$ cat src/rtl/semaforo_temporizador.sv
// rtl/semaforo_temporizador.sv - dwell timer that paces the semaforo light FSM through its pulso input
// Times each colour, emits a fixed-length advance pulse, shortens green on a pedestrian request, flags a stuck light.
module semaforo_temporizador #(
  parameter int CW         = 16,
  parameter int T_VERMELHO = 8,
  parameter int T_VERDE    = 6,
  parameter int T_AMARELO  = 3,
  parameter int T_PED      = 2,
  parameter int PULSE_LEN  = 2,
  parameter int TIMEOUT    = 5
) (
  input  logic          clk,
  input  logic          reset,
  input  logic          vermelho,
  input  logic          verde,
  input  logic          amarelo,
  input  logic          botao_pedestre,
  output logic          pulso,
  output logic          pedido_ativo,
  output logic          erro,
  output logic [CW-1:0] restante
);

  if (longint'(T_VERMELHO) >= (longint'(1) << CW) || longint'(T_VERDE) >= (longint'(1) << CW) ||
      longint'(T_AMARELO) >= (longint'(1) << CW) || longint'(T_PED) >= (longint'(1) << CW) ||
      longint'(PULSE_LEN) >= (longint'(1) << CW) || longint'(TIMEOUT) >= (longint'(1) << CW) ||
      T_VERMELHO < 1 || T_VERDE < 1 || T_AMARELO < 1 || PULSE_LEN < 1 || TIMEOUT < 1 ||
      T_PED < 1 || T_PED > T_VERDE) begin : g_param_check
    $error("semaforo_temporizador: timing parameter out of range for CW");
  end

  typedef enum logic [1:0] {ESPERA, CONTANDO, PULSANDO, AGUARDA} estado_t;

  localparam logic [2:0] LUZ_VERMELHO = 3'b100;
  localparam logic [2:0] LUZ_VERDE    = 3'b010;
  localparam logic [2:0] LUZ_AMARELO  = 3'b001;

  estado_t       estado_q, estado_d;
  logic [2:0]    luz_ref_q, luz_ref_d, luz_ant_q;
  logic [CW-1:0] restante_q, restante_d;
  logic [CW-1:0] cnt_q, cnt_d;
  logic          pulso_q, pulso_d;
  logic          erro_q, erro_d;
  logic          pedido_q, pedido_d;
  logic          sync1_q, sync2_q, sync3_q;

  logic [2:0]    luz;
  logic          valido, mudou, sobe, limpa;

  function automatic logic [CW-1:0] dwell_menos_um(input logic [2:0] p);
    case (p)
      LUZ_VERMELHO: dwell_menos_um = CW'(T_VERMELHO - 1);
      LUZ_VERDE:    dwell_menos_um = CW'(T_VERDE - 1);
      default:      dwell_menos_um = CW'(T_AMARELO - 1);
    endcase
  endfunction

  assign luz    = {vermelho, verde, amarelo};
  assign valido = (luz == LUZ_VERMELHO) || (luz == LUZ_VERDE) || (luz == LUZ_AMARELO);
  assign mudou  = valido && (luz != luz_ref_q);
  assign sobe   = sync2_q & ~sync3_q;
  assign limpa  = (luz == LUZ_VERMELHO) && (luz_ant_q != LUZ_VERMELHO);

  always_comb begin
    estado_d   = estado_q;
    luz_ref_d  = luz_ref_q;
    restante_d = restante_q;
    cnt_d      = cnt_q;
    pulso_d    = pulso_q;
    erro_d     = erro_q;
    // A new red phase ends the pedestrian cycle; a press arriving on that same edge is dropped.
    pedido_d   = limpa ? 1'b0 : (sobe ? 1'b1 : pedido_q);

    if (!valido) begin
      estado_d   = ESPERA;
      pulso_d    = 1'b0;
      restante_d = '0;
    end else begin
      case (estado_q)
        ESPERA: begin
          pulso_d    = 1'b0;
          luz_ref_d  = luz;
          restante_d = dwell_menos_um(luz);
          estado_d   = CONTANDO;
        end
        CONTANDO: begin
          if (mudou) begin
            luz_ref_d  = luz;
            restante_d = dwell_menos_um(luz);
          end else if (restante_q == '0) begin
            estado_d = PULSANDO;
            pulso_d  = 1'b1;
            cnt_d    = CW'(PULSE_LEN - 1);
          end else if (pedido_q && luz_ref_q == LUZ_VERDE && restante_q >= CW'(T_PED)) begin
            restante_d = CW'(T_PED - 1);
          end else begin
            restante_d = restante_q - 1'b1;
          end
        end
        PULSANDO: begin
          pulso_d = 1'b1;
          if (cnt_q == '0) begin
            pulso_d  = 1'b0;
            cnt_d    = CW'(TIMEOUT - 1);
            estado_d = AGUARDA;
          end else begin
            cnt_d = cnt_q - 1'b1;
          end
        end
        AGUARDA: begin
          pulso_d = 1'b0;
          if (mudou) begin
            luz_ref_d  = luz;
            restante_d = dwell_menos_um(luz);
            estado_d   = CONTANDO;
          end else if (cnt_q == '0) begin
            erro_d   = 1'b1;
            estado_d = ESPERA;
          end else begin
            cnt_d = cnt_q - 1'b1;
          end
        end
        default: estado_d = ESPERA;
      endcase
    end
  end

  always_ff @(posedge clk or posedge reset) begin
    if (reset) begin
      estado_q   <= ESPERA;
      luz_ref_q  <= '0;
      luz_ant_q  <= '0;
      restante_q <= '0;
      cnt_q      <= '0;
      pulso_q    <= 1'b0;
      erro_q     <= 1'b0;
      pedido_q   <= 1'b0;
      sync1_q    <= 1'b0;
      sync2_q    <= 1'b0;
      sync3_q    <= 1'b0;
    end else begin
      estado_q   <= estado_d;
      luz_ref_q  <= luz_ref_d;
      luz_ant_q  <= luz;
      restante_q <= restante_d;
      cnt_q      <= cnt_d;
      pulso_q    <= pulso_d;
      erro_q     <= erro_d;
      pedido_q   <= pedido_d;
      sync1_q    <= botao_pedestre;
      sync2_q    <= sync1_q;
      sync3_q    <= sync2_q;
    end
  end

  assign pulso        = pulso_q;
  assign pedido_ativo = pedido_q;
  assign erro         = erro_q;
  assign restante     = restante_q;

endmodule

$ cat config.mk
export PLATFORM = sky130hd
export DESIGN_NAME = semaforo_temporizador
export DESIGN_NICKNAME = d
export VERILOG_FILES = /design/src/rtl/semaforo_temporizador.sv
export SDC_FILE = /design/constraint.sdc
export NUM_CORES = 1
export LEC_CHECK = 0
export CORE_MARGIN = 2
export CORE_UTILIZATION = 52
export CTS_CLUSTER_DIAMETER = 150
export DETAILED_ROUTE_END_ITERATION = 16
export GPL_ROUTABILITY_DRIVEN = 0
export PLACE_DENSITY = 0.75
export RECOVER_POWER = 25
export SLEW_MARGIN = 20
export SYNTH_ARGS = -nofsm -noshare
export SYNTH_HDL_FRONTEND = slang
export SYNTH_SLANG_ARGS = --single-unit
$ cat constraint.sdc
create_clock -name clk -period 2.2 [get_ports clk]
set_clock_uncertainty 0.05 [all_clocks]
set_input_delay 0.33 -clock clk [delete_from_list [all_inputs] [get_ports clk]]
set_output_delay 0.33 -clock clk [all_outputs]
set_load 0.005 [all_outputs]
==> results of run 1 <==
synthesized netlist by cell type, drive strengths merged, types with 3 or more instances:
| cell | count | share of area, % |
|---|---|---|
| or3 | 7 | 1.8 |
| nor4b | 3 | 0.95 |
| mux2i | 3 | 1.1 |
| inv | 15 | 2.0 |
| o21ai | 35 | 6.5 |
| a21oi | 21 | 4.1 |
| o211ai | 5 | 1.4 |
| o31ai | 7 | 1.9 |
| xnor2 | 10 | 3.2 |
| buf | 8 | 2.0 |
| clkbuf | 4 | 0.54 |
| ha | 9 | 4.1 |
| a31oi | 6 | 1.4 |
| nand3 | 6 | 1.1 |
| nand2 | 17 | 2.3 |
| nand3b | 5 | 1.4 |
| nor3 | 12 | 2.2 |
| nand4 | 5 | 1.1 |
| and2 | 3 | 0.77 |
| dfrtp | 46 | 42 |
| nand4b | 3 | 0.95 |
| mux2 | 4 | 1.6 |
| nor4bb | 3 | 1.1 |
| nor2 | 36 | 4.9 |
| nor4 | 6 | 1.9 |
| nand2b | 3 | 0.68 |
metrics by stage:
| step | total power (W) | util [%] | cell area, sq um | cells |
|---|---|---|---|---|
| 2_1_floorplan | 0.00336 | - | 2760 | 305 |
| 3_3_place_gp | 0.00436 | 65.8 | 3360 | 431 |
| 3_5_place_dp | 0.00442 | 65.8 | 3360 | 431 |
| 4_1_cts | 0.00496 | 67.5 | 3450 | 437 |
| 5_1_grt | 0.00563 | 68.7 | 3510 | 439 |
| 6_report | 0.00521 | 68.7 | 3510 | 439 |
critical path, cell delays in order (launching register included):
cell      delay, ns
dfrtp_1        0.41
or3_4          0.40
or4_4          0.46
a21oi_4        0.22
nand3b_1       0.21
o31ai_1        0.25
flip-flops by register name (all words and copies together), names as in the netlist:
signal / cells
erro: 1
pulso: 1
sync2_q: 1
pedido_ativo: 1
sync3_q: 1
cnt_q: 16
luz_ref_q: 3
sync1_q: 1
restante: 16
luz_ant_q: 3
estado_q: 2
how the worst max path moves through the flow:
stage                                    to                    start  cells after the start  slack, ns
global placement    estado_q[0]$_DFFE_PP0P_                 vermelho                      8      -0.22
detailed placement    cnt_q[10]$_DFFE_PP0P_                  amarelo                      7      -0.35
floorplan           restante[0]$_DFFE_PP0P_  restante[1]$_DFFE_PP0P_                      9       0.09
global route           cnt_q[7]$_DFFE_PP0P_     cnt_q[3]$_DFFE_PP0P_                      5      0.008
CTS                   cnt_q[10]$_DFFE_PP0P_  restante[1]$_DFFE_PP0P_                      8       0.01
finish                 cnt_q[7]$_DFFE_PP0P_     cnt_q[3]$_DFFE_PP0P_                      5        0.1
repair_timing:
action | 4_1_cts | 5_1_grt
setup endpoints to repair | 2 | 26
cloned | 0 | 1
gates resized for setup | 1 | 21
pin swaps | 1 | 3
buffers inserted | 0 | 1
per-layer routing:
layer / vias to the layer above / track usage (%) / share of wire (%) / wire, microns
met5: - / 0 / 0 / 0
met4: 0 / 7.82 / 1.3 / 86
met3: 8 / 4.00 / 3.9 / 267
met2: 63 / 40.3 / 50 / 3380
met1: 1201 / 29.7 / 45 / 3070
li1: 1248 / - / - / -
power breakdown:
part / leakage (nW) / total, W / switching [W] / internal, W
sequential: 0.609 / 0.00131 / 0.000252 / 0.00106
clock: 0.0431 / 0.000511 / 0.000268 / 0.000243
combinational: 0.890 / 0.00339 / 0.00186 / 0.00153
total: 1.54 / 0.00521 / 0.00238 / 0.00283
cells by family after synthesis:
kind of cell	Yosys count
multiplexers	7
AO/OA/AOI/OAI	89
adder cells (fa/ha/maj)	9
XOR/XNOR	11
buffers and inverters	27
flip-flops	46
AND/OR/NAND/NOR	116
layout make-up:
type                    instances  area, sq um
fillers                       431         1600
multi-input cells             233         1580
flip-flops and latches         46         1150
repair buffers                 69          557
well taps                      70         87.6
clock buffers                   6         82.6
inverters                      15         56.3
==> flow_summary.json, run 1 <==
{
  "clock_latency_ns": 0.30,
  "die_x_microns": 76.8,
  "cp.arrival_ns": 2.25,
  "path_max_fanout": 6,
  "cts_htree_levels": 2,
  "end_kind": "register",
  "dr.pass1.iters": 4,
  "tns_ns": 0,
  "hold_ws_ns": 0.305,
  "ys_seq_elements": 46,
  "slew_headroom_pct": 49.4,
  "diodes": 0,
  "layout_setup_ws_ns": 0.0970,
  "worstSetupPathType": "reg -> reg",
  "drtAntennaViolNets": 0,
  "dp_hpwl_microns": 4890,
  "r2r_cells": 5,
  "hp-start": "sync1_q$_DFF_PP0_",
  "synth-async-reset-ratio_pct": 100,
  "cts_tree": "yes",
  "hp-class": "reg -> reg",
  "synth_compound_area_share_pct": 19.9,
  "finalCritPeriodShare_pct": 95.6,
  "r2r_slack_ns": 0.1,
  "rsz0062_at_grt": "no",
  "synth_adder_area_share_pct": 4.08,
  "drive_gt1_share_pct": 22.0,
  "worstSetupStartpointType": "register",
  "dp_slack_ns": -0.350,
  "ir_drop_uv": 699,
  "period_needed_ns": 2.10,
  "numCtsBuffers": 5,
  "die_h_microns": 76.8,
  "final_common_cell": "dfrtp_1",
  "rr_endpoint": "cnt_q[7]$_DFFE_PP0P_",
  "grt_overflow_total": 0,
  "synth-edff-count": 0,
  "initial_core_util_pct": 54.0,
  "area_delta_synth_final_pct": 27.3,
  "leakage_nw": 1.54,
  "synth_mux_area_share_pct": 2.72,
  "num_rows": 26,
  "grt_usage_pct": 23.4,
  "cap_violations": 0,
  "grt_pass1_wl_microns": 11300,
  "cts.reportedPaths.clkPinSlew_ns": 0.08,
  "grt_max_degree": 32,
  "powerDensity_nw_per_um2": 1480,
  "max_slew.worst_pin.slew_ns": 0.760,
  "pin_count": 25,
  "drtIter0Drc": 176,
  "port_buffers": 24,
  "timing_hold_violations_final": 0,
  "routed_wl_microns": 6800,
  "max_freq_mhz": 476,
  "synth_xor_area_share_pct": 3.49,
  "r2r-start": "cnt_q[3]$_DFFE_PP0P_",
  "die-area_sq_um": 5900,
  "grt_pass1_vias": 2498,
  "synth-main-ff-cell": "dfrtp_1",
  "synth_top_family_by_area": "simple AND/OR/NAND/NOR gates",
  "antenna_found_initial": 0,
  "netlist_area_sq_um": 2760,
  "most-common-layout-cells": "dfrtp_1, buf_4, nor2_1",
  "ctsHoldBuffers": 0,
  "clock-sinks": 46,
  "status": "finished, final reports clean",
  "cp.required_ns": 2.35,
  "hold_depth": 0,
  "whs_endpoint": "sync2_q$_DFF_PP0_",
  "drc": 0,
  "synthCells": 305,
  "synth_nets": 320,
  "routed_via_density": 5.74,
  "vias": 2520,
  "clockRootBuffer": "clkbuf_8",
  "clk_path_buf_depth": 2,
  "synth_cell_types": 55,
  "core_area_sq_um": 5110,
  "ys_warn_count": 0,
  "synth-simple-area-share_pct": 23.5,
  "setup_viol": 0,
  "slew_viol_final": 0,
  "final_nets": 385,
  "avgSynthCellArea_sq_um": 9.05,
  "seq_area_frac_synth_pct": 41.7,
  "wl_per_cell_microns": 15.5
}
Power figures use the tool's default switching activity.
==> run 2: changes to the inputs <==
--- a/config.mk
+++ b/config.mk
@@ -5,6 +5,7 @@
 export SDC_FILE = /design/constraint.sdc
 export NUM_CORES = 1
 export LEC_CHECK = 0
+export CORE_ASPECT_RATIO = 0.7
 export CORE_MARGIN = 2
 export CORE_UTILIZATION = 52
 export CTS_CLUSTER_DIAMETER = 150
==> run 2 against run 1 <==
Cell area increased by 0.68%. Maximum frequency decreased by 0.82%. Sequential cell count unchanged. Sequential share of layout area decreased by 0.22 points. Via count increased by 5.3%. Register-to-register slack got worse by 0.02 ns. Total power increased by 0.94%. Die area increased by 0.15%. Critical endpoint is now cnt_q[15]$_DFFE_PP0P_. Largest power group unchanged.
==> flow_summary.json, run 2 (synthesized netlist as in run 1, its figures left out) <==
{
  "drive_gt1_share_pct": 20.6,
  "place_inst": 434,
  "path_max_fanout": 4,
  "initial_core_util_pct": 53.3,
  "route.met2.wl_microns": 2900,
  "num_rows": 22,
  "grt_max_degree": 27,
  "worstSetupPathType": "reg -> reg",
  "diodes": 0,
  "die_h_microns": 64.9,
  "drtIter0Drc": 156,
  "ir_drop_uv": 874,
  "period_needed_ns": 2.12,
  "grt_pass1_vias": 2393,
  "final_common_cell": "dfrtp_1",
  "routed_via_density": 6.02,
  "leakage_nw": 1.57,
  "max_slew.worst_pin.slew_ns": 0.846,
  "status": "finished, final reports clean",
  "grt_overflow_total": 0,
  "grt_pass1_wl_microns": 11500,
  "dr.pass1.iters": 5,
  "num-fill-cells": 429,
  "final_nets": 385,
  "die-area_sq_um": 5910,
  "core_area_sq_um": 5170,
  "setup_viol": 0,
  "grt_usage_pct": 24.1,
  "m1WireLength_microns": 3250,
  "clockRootBuffer": "clkbuf_8",
  "timing_hold_violations_final": 0,
  "routed_wl_microns": 6740,
  "layoutNonFillerInstCount": 441,
  "max_freq_mhz": 472,
  "finalCritPeriodShare_pct": 96.4,
  "cap_violations": 0,
  "numCtsBuffers": 5,
  "clock_latency_ns": 0.30,
  "worstPathCellList": "or3_4, or4_4, nor2_1, or4b_1, o21ai_1",
  "vias": 2653,
  "end_kind": "register",
  "drtAntennaViolNets": 0,
  "hp-class": "in -> reg",
  "area_delta_synth_final_pct": 28.1,
  "die_x_microns": 91.1,
  "antenna_found_initial": 0,
  "slew_viol_final": 0,
  "critPathBufInv": 0,
  "cts_tree": "yes",
  "crit_family": "simple AND/OR/NAND/NOR gates",
  "cp.arrival_ns": 2.29,
  "most-common-layout-cells": "dfrtp_1, buf_4, nor2_1",
  "port_buffers": 24,
  "crit_slowest_cell": "or4_4",
  "pin_count": 25,
  "cts.reportedPaths.clkPinSlew_ns": 0.08,
  "drc": 0,
  "clock-sinks": 46,
  "highest_layer": "met4",
  "ctsHoldBuffers": 0,
  "powerDensity_nw_per_um2": 1490,
  "tns_ns": 0,
  "wl_per_cell_microns": 15.3,
  "clk_path_buf_depth": 2,
  "cts_htree_levels": 2,
  "cp.required_ns": 2.37,
  "wl_met3_microns": 511,
  "worstSetupStartpointType": "register",
  "dp_hpwl_microns": 4950,
  "cp_slowest_stage_delay_ns": 0.47,
  "slew_headroom_pct": 43.5
}
==> run 2: per-stage QoR <==
| step | setup WS [ns] | power [W] | util (%) | hold slack [ns] | area (sq um) |
|---|---|---|---|---|---|
| finish | 0.0797 | 0.00526 | 68.3 | 0.264 | 3530 |
| global route | -0.0324 | 0.00567 | 68.3 | 0.277 | 3530 |
| CTS | 0.00221 | 0.00503 | 66.9 | 0.316 | 3460 |
| detailed placement | -0.297 | 0.00450 | 65.3 | 0.298 | 3380 |
| global placement | -0.223 | 0.00442 | 65.3 | 0.296 | 3380 |
| floorplan | 0.0876 | 0.00336 | - | 0.281 | 2760 |
==> run 2: cell type report <==
class                      instances  area [sq um]  area share [%]
multi-input combinational        232          1550            43.8
timing repair buffer              70           607            17.2
clock buffer                       6          82.6            2.34
tap                               72          90.1            2.55
sequential                        46          1150            32.6
inverter                          15          56.3            1.59
==> run 2: repair_timing <==
item | 4_1_cts | 5_1_grt
gates resized for setup | 0 | 14
setup buffers | 0 | 1
endpoints found under the setup margin | 0 | 36
==> run 2: final timing paths <==
path,end,cells after the start,start,slack [ns]
hold reg to reg,sync2_q$_DFF_PP0_,0,sync1_q$_DFF_PP0_,0.32
min in group asynchronous,restante[9]$_DFFE_PP0P_,2,reset,0.59
max in group asynchronous,luz_ref_q[2]$_DFFE_PP0P_,3,reset,0.89
setup reg to reg,cnt_q[15]$_DFFE_PP0P_,5,cnt_q[3]$_DFFE_PP0P_,0.08
setup / recovery,cnt_q[15]$_DFFE_PP0P_,5,cnt_q[3]$_DFFE_PP0P_,0.08
hold / removal,luz_ant_q[0]$_DFF_PP0_,1,amarelo,0.26
==> run 2: power by group <==
| group | internal (W) | total, W | switching, W |
|---|---|---|---|
| Clock | 0.000243 | 0.000510 | 0.000268 |
| Sequential | 0.00106 | 0.00130 | 0.000243 |
| Combinational | 0.00153 | 0.00344 | 0.00191 |
==> run 2: per-layer routing <==
metal | vias to the layer above | GRT usage (%)
li1 | 1246 | -
met4 | 0 | 5.11
met3 | 12 | 3.72
met1 | 1284 | 36.5
met5 | - | 0
met2 | 111 | 36.8
